<file path="config.mk">
export PLATFORM = sky130hd
export DESIGN_NAME = dcache_direct_wb
export DESIGN_NICKNAME = d
export VERILOG_FILES = /design/src/rtl/dcache_direct_wb.sv
export SDC_FILE = /design/constraint.sdc
export NUM_CORES = 1
export LEC_CHECK = 0
export ABC_AREA = 1
export CELL_PAD_IN_SITES_DETAIL_PLACEMENT = 1
export CELL_PAD_IN_SITES_GLOBAL_PLACEMENT = 1
export CORE_ASPECT_RATIO = 0.7
export CORE_MARGIN = 3
export CORE_UTILIZATION = 44
export DETAILED_ROUTE_END_ITERATION = 6
export MAX_ROUTING_LAYER = met4
export PLACE_DENSITY_LB_ADDON = 0.1
export SLEW_MARGIN = 25
export SYNTH_ARGS = -nofsm -noshare
export SYNTH_HDL_FRONTEND = slang
export SYNTH_SLANG_ARGS = --single-unit
</file>
<file path="constraint.sdc">
create_clock -name clk -period 3.5 [get_ports clk]
set_input_delay 0.525 -clock clk [delete_from_list [all_inputs] [get_ports clk]]
set_output_delay 0.525 -clock clk [all_outputs]
set_load 0.01 [all_outputs]
</file>
<file path="src/rtl/dcache_direct_wb.sv">
// dcache_direct_wb: direct-mapped write-back write-allocate L1 data cache, 4-word lines.
// Define DCACHE_PERF_CNT_EN to add hit_cnt/miss_cnt performance counters.
module dcache_direct_wb #(
    parameter int NUM_BLOCKS = 8
) (
    input  logic         clk,
    input  logic         rst_n,
    input  logic         proc_read,
    input  logic         proc_write,
    input  logic [29:0]  proc_addr,
    input  logic [31:0]  proc_wdata,
    output logic         proc_stall,
    output logic [31:0]  proc_rdata,
    output logic         mem_read,
    output logic         mem_write,
    output logic [27:0]  mem_addr,
    output logic [127:0] mem_wdata,
    input  logic [127:0] mem_rdata,
    input  logic         mem_ready
`ifdef DCACHE_PERF_CNT_EN
    ,
    output logic [31:0]  hit_cnt,
    output logic [31:0]  miss_cnt
`endif
);
    localparam int IDX_W = $clog2(NUM_BLOCKS);
    localparam int TAG_W = 28 - IDX_W;
    typedef enum logic [1:0] {IDLE, WRITEBACK, ALLOCATE} state_t;
    state_t state;
    logic [127:0] data [NUM_BLOCKS];
    logic [TAG_W-1:0] tags [NUM_BLOCKS];
    logic [NUM_BLOCKS-1:0] valid, dirty;
    logic [IDX_W-1:0] idx;
    logic [TAG_W-1:0] tag;
    logic [1:0] off;
    logic req, hit, idle, refill;
    assign idx = proc_addr[IDX_W+1:2];
    assign tag = proc_addr[29:IDX_W+2];
    assign off = proc_addr[1:0];
    assign req = proc_read | proc_write;
    assign hit = valid[idx] && tags[idx] == tag;
    assign idle = state == IDLE;
    assign refill = state == ALLOCATE && mem_ready;
    assign proc_stall = !idle || (req && !hit);
    assign proc_rdata = (idle && req && hit) ? data[idx][{off, 5'd0} +: 32] : '0;
    always_ff @(posedge clk or negedge rst_n) begin
        if (!rst_n) begin
            state     <= IDLE;
            valid     <= '0;
            dirty     <= '0;
            mem_read  <= 1'b0;
            mem_write <= 1'b0;
            mem_addr  <= '0;
            mem_wdata <= '0;
        end else if (state == IDLE) begin
            if (req && hit && proc_write)
                dirty[idx] <= 1'b1;
            else if (req && !hit && valid[idx] && dirty[idx]) begin
                state     <= WRITEBACK;
                mem_write <= 1'b1;
                mem_addr  <= {tags[idx], idx};
                mem_wdata <= data[idx];
            end else if (req && !hit) begin
                state    <= ALLOCATE;
                mem_read <= 1'b1;
                mem_addr <= proc_addr[29:2];
            end
        end else if (state == WRITEBACK) begin
            if (mem_ready) begin
                state     <= ALLOCATE;
                mem_write <= 1'b0;
                mem_read  <= 1'b1;
                mem_addr  <= proc_addr[29:2];
            end
        end else if (state == ALLOCATE) begin
            if (mem_ready) begin
                state      <= IDLE;
                mem_read   <= 1'b0;
                valid[idx] <= 1'b1;
                dirty[idx] <= 1'b0;
            end
        end else
            state <= IDLE;
    end
    // Line storage needs no reset: valid bits gate every use of it.
    always_ff @(posedge clk) begin
        if (refill) begin
            data[idx] <= mem_rdata;
            tags[idx] <= tag;
        end else if (idle && req && hit && proc_write)
            data[idx][{off, 5'd0} +: 32] <= proc_wdata;
    end
`ifdef DCACHE_PERF_CNT_EN
    logic refilled;
    always_ff @(posedge clk or negedge rst_n) begin
        if (!rst_n) begin
            refilled <= 1'b0;
            hit_cnt  <= '0;
            miss_cnt <= '0;
        end else begin
            refilled <= refill;
            if (idle && req && hit && !refilled)
                hit_cnt <= hit_cnt + 32'd1;
            if (idle && req && !hit)
                miss_cnt <= miss_cnt + 32'd1;
        end
    end
`endif
endmodule

</file>
==> summary.md <==
| Metric | Value |
|---|---|
| Clk_lat worst skew | 790 ps |
| Arr. time, crit path | 4610 ps |
| GPL Wtd Cong | 0.910 |
| RSZ-0062 raised after global routing | yes |
| Top FF cell, synth | edfxtp_1 |
| DR WL/cell | 30.9 um |
| Final Skew | just under 40 ps |
| Internal power | 32.4 mW |
| Mapped Cells | 4573 |
| Fin area | 77000 um^2 |
| Top-area cell type share of the netlist area | around 65% |
| Post-synth top area cell | edfxtp_1 |
| Die Y-Extent | between 300 and 400 um |
| Placed Area | 70500 um^2 |
| Max IR drop VDD | 0.497 mV |
| Clk pwr share | 34.3% |
| Status | finished with violations |
| Slew HR | 35.2% |
| Sequential power share | between 40% and 50% |
| FP Rows | 109 |
| Clock-pin slew on the worst setup and hold paths | roughly 60 ps |
| WP data required | 4200 ps |
| Setup crit end kind | flip-flop |
| Psw | roughly 13 mW |
| Post-synthesis async set-or-reset flop share | between 10% and 20% |
| Share of cells above drive strength 1 | about 25% |
| Mapped cell area | 56900 um^2 |
| CTS tree | done |
| Hold Vio Cnt, Final | 0 |
| Routed vias/inst | a little under 6 |
| EDFF count, synth | 1224 |
| Root Driver | clkbuf_16 |
| Worst-Margin Slew | between 900 and 1000 ps |
| Largest net degree at the start of global routing | 76 |
| IO Pins | 386 |
| DR vias | about 44000 |
| Total gr overflow | 0 |
| Antenna-violating nets left | 0 |
| Num CTS Buffers | 138 |
| Sw frac | approximately 28% |
| Number of global-route vias before repair | 44200 |
| DR pass1 iterations | 5 |
| Final Util | 60.5% |
| # setup viols final | 33 |
| Fin. max-slew vios | 0 |
| Distinct cells, synth | 41 |
| Synth top area cells | edfxtp_1 (65%), nand2_1 (8.1%), dfrtp_1 (7.7%), inv_1 (2.5%), a221oi_1 (2.2%) |
| Power Total | 45.1 mW |
| Total Routing Usage GR | 35.5% |
| Synthesis warning total | 0 |
| First-pass GRT wire length | 328000 um |
| Sink Count | 1400 |
| Routed WL | 235000 um |
| Critical-path top delay cell | nand4_1 |
| PortBufs | a little under 400 |
| Syn avg cell area | around 12 um^2 |
| Combinational Power Share | 20.3% |
| Tmin final | 3910 ps |
| Non-filler cells, final | 7591 |
| Drt drc | 0 |
| Syn Nets | between 4000 and 5000 |
| Initial antenna violation count | 22 |
| Failing checks | setup timing |
| Placed Cells | 7225 |
| Final #Nets | 5946 |
| Layout area overhead | 35.3% |
| Post-route setup slack | -411 ps |
| CORE AREA | 127000 um^2 |
| Worst Path Class, Setup | in2reg |
| Initial drt markers | 6261 |
| Clock buffer depth | 3 |
| CP peak stage delay | between 400 and 500 ps |
| Die ar. | 134000 um^2 |
| Fmax | 0.256 GHz |
| Leakage power | 29.9 nW |
| Power per Cell Area | 586 nW/um^2 |
| H-tree depth | 4 |
| Starting Density | ~45% |
| Final period util | 112% |
| DPL Wire Length | about 170000 um |
| Most common cell on crit path | buf_4 |
| Max cap viols | 0 |
| Die X-Extent | 436 um |
| HP Class | in2reg |
| Sequential fraction of the synthesis area | 72.4% |
| Place WS | -1440 ps |
| Worst Setup Start Kind | input pin |
| Seq cells post-synth | 1400 |
| Crit-path max FO | 8 |
==> per-layer routing <==
metal  vias to the layer above  GRT usage [%]  share of wire [%]
li1                      18700              -                  -
met1                     23000           50.3                 42
met2                      2376           50.0                 43
met3                       337           10.1                 12
met4                         0           9.76                2.7
met5                         -              -                  0
==> Yosys cell counts (all sizes together), types with 5 or more instances <==
master / count
a22oi: 104
a21oi: 55
o21ai: 281
nand2: 1234
clkbuf: 138
o211ai: 64
or2: 12
a22o: 128
edfxtp: 1224
buf: 125
nand3: 153
a221oi: 142
ha: 5
nor2: 180
inv: 401
dfrtp: 176
nand4: 138
==> placed cells by master, fill, tap and decap left out, types with 25 or more instances in the layout <==
| cell type | Yosys | final |
|---|---|---|
| buf_12 | 0 | 212 |
| a22o_1 | 128 | 128 |
| inv_1 | 374 | 356 |
| inv_2 | 26 | 34 |
| a221oi_2 | 0 | 25 |
| dfrtp_1 | 176 | 176 |
| nor2_4 | 5 | 45 |
| edfxtp_1 | 1224 | 1224 |
| o211ai_1 | 64 | 64 |
| clkdlybuf4s50_1 | 0 | 347 |
| nand3_1 | 153 | 146 |
| o21ai_2 | 80 | 81 |
| a22oi_1 | 104 | 102 |
| nand2_1 | 1225 | 1204 |
| nand4_1 | 136 | 136 |
| clkinv_2 | 0 | 25 |
| buf_6 | 26 | 40 |
| buf_4 | 14 | 665 |
| clkbuf_1 | 134 | 29 |
| clkbuf_16 | 0 | 143 |
| nor2_1 | 172 | 111 |
| a221oi_1 | 142 | 117 |
| o21ai_0 | 96 | 95 |
| o21ai_1 | 105 | 103 |
==> worst paths after layout <==
| path | slack [ps] | cells after the start | from | end |
|---|---|---|---|---|
| worst max-delay path | -410 | 30 | proc_addr[3] | mem_wdata[16] |
| worst min-delay path | 240 | 4 | proc_addr[2] | mem_addr[0] |
| worst max register to register | -90 | 25 | data[3][16] | mem_wdata[16] |
| worst min register to register | 480 | 2 | mem_read | mem_read |
| max in group asynchronous | 2290 | 3 | rst_n | mem_wdata[36] |
| min in group asynchronous | 400 | 2 | rst_n | mem_wdata[90] |
==> power groups by stage <==
stage	clock network (mW)	registers [mW]	logic (mW)
after floorplan	0	21.0	2.75
after global placement	0	20.7	8.49
after detailed placement	0	20.8	8.71
after CTS	15.5	20.5	8.98
after global routing	16.3	20.6	9.72
final	15.5	20.5	9.17
==> flip-flops by register name (all words and copies together), names as in the netlist, named ones only <==
name / cells
mem_wdata: 128
state: 2
mem_write: 1
mem_addr: 28
mem_read: 1
tags: 200
data: 1024
valid: 8
==> per-stage QoR <==
stage / hold slack [ps] / setup TNS (ps)
finish: 240 / -8840
global placement: 439 / -1536530
floorplan: 229 / -140840
detailed placement: 457 / -1722770
CTS: 186 / -8920
global route: 235 / -13540
==> cell families (layout without fill, tap and decap cells) <==
group	Yosys count	after routing	synth area share, %
compound gates	782	782	9.98
buf+inv	665	1952	5.01
simple gates	1721	1721	12.6
fa+ha+maj	5	5	0.110
other cells	0	11	0
flops	1400	1400	72.4
==> final cells by class <==
type | instances | area (um^2)
clock buffer | 171 | 3640
inverter | 402 | 1550
tap | 1720 | 2150
multi-input combinational | 2508 | 13900
clock inverter | 83 | 958
antenna | 11 | 27.5
timing repair buffer | 1296 | 13600
sequential | 1400 | 41200
fill | 12500 | 50200
==> what timing repair did <==
item | 4_1_cts | 5_1_grt
pin swaps | 55 | 29
setup buffers | 86 | 19
gates cloned | 5 | 3
hold buffers | 1 | 0
endpoints found under the hold margin | 72 | 0
setup endpoints to repair | 1055 | 1165
resized for setup | 315 | 56
==> critical path, delay by kind of cell <==
family / cells / cell delay (ps)
buffers and inverters: 25 / 3150
AND/OR/NAND/NOR: 4 / 780
AO/OA/AOI/OAI: 1 / 120
Note: power is estimated with default switching activity, not from simulation.
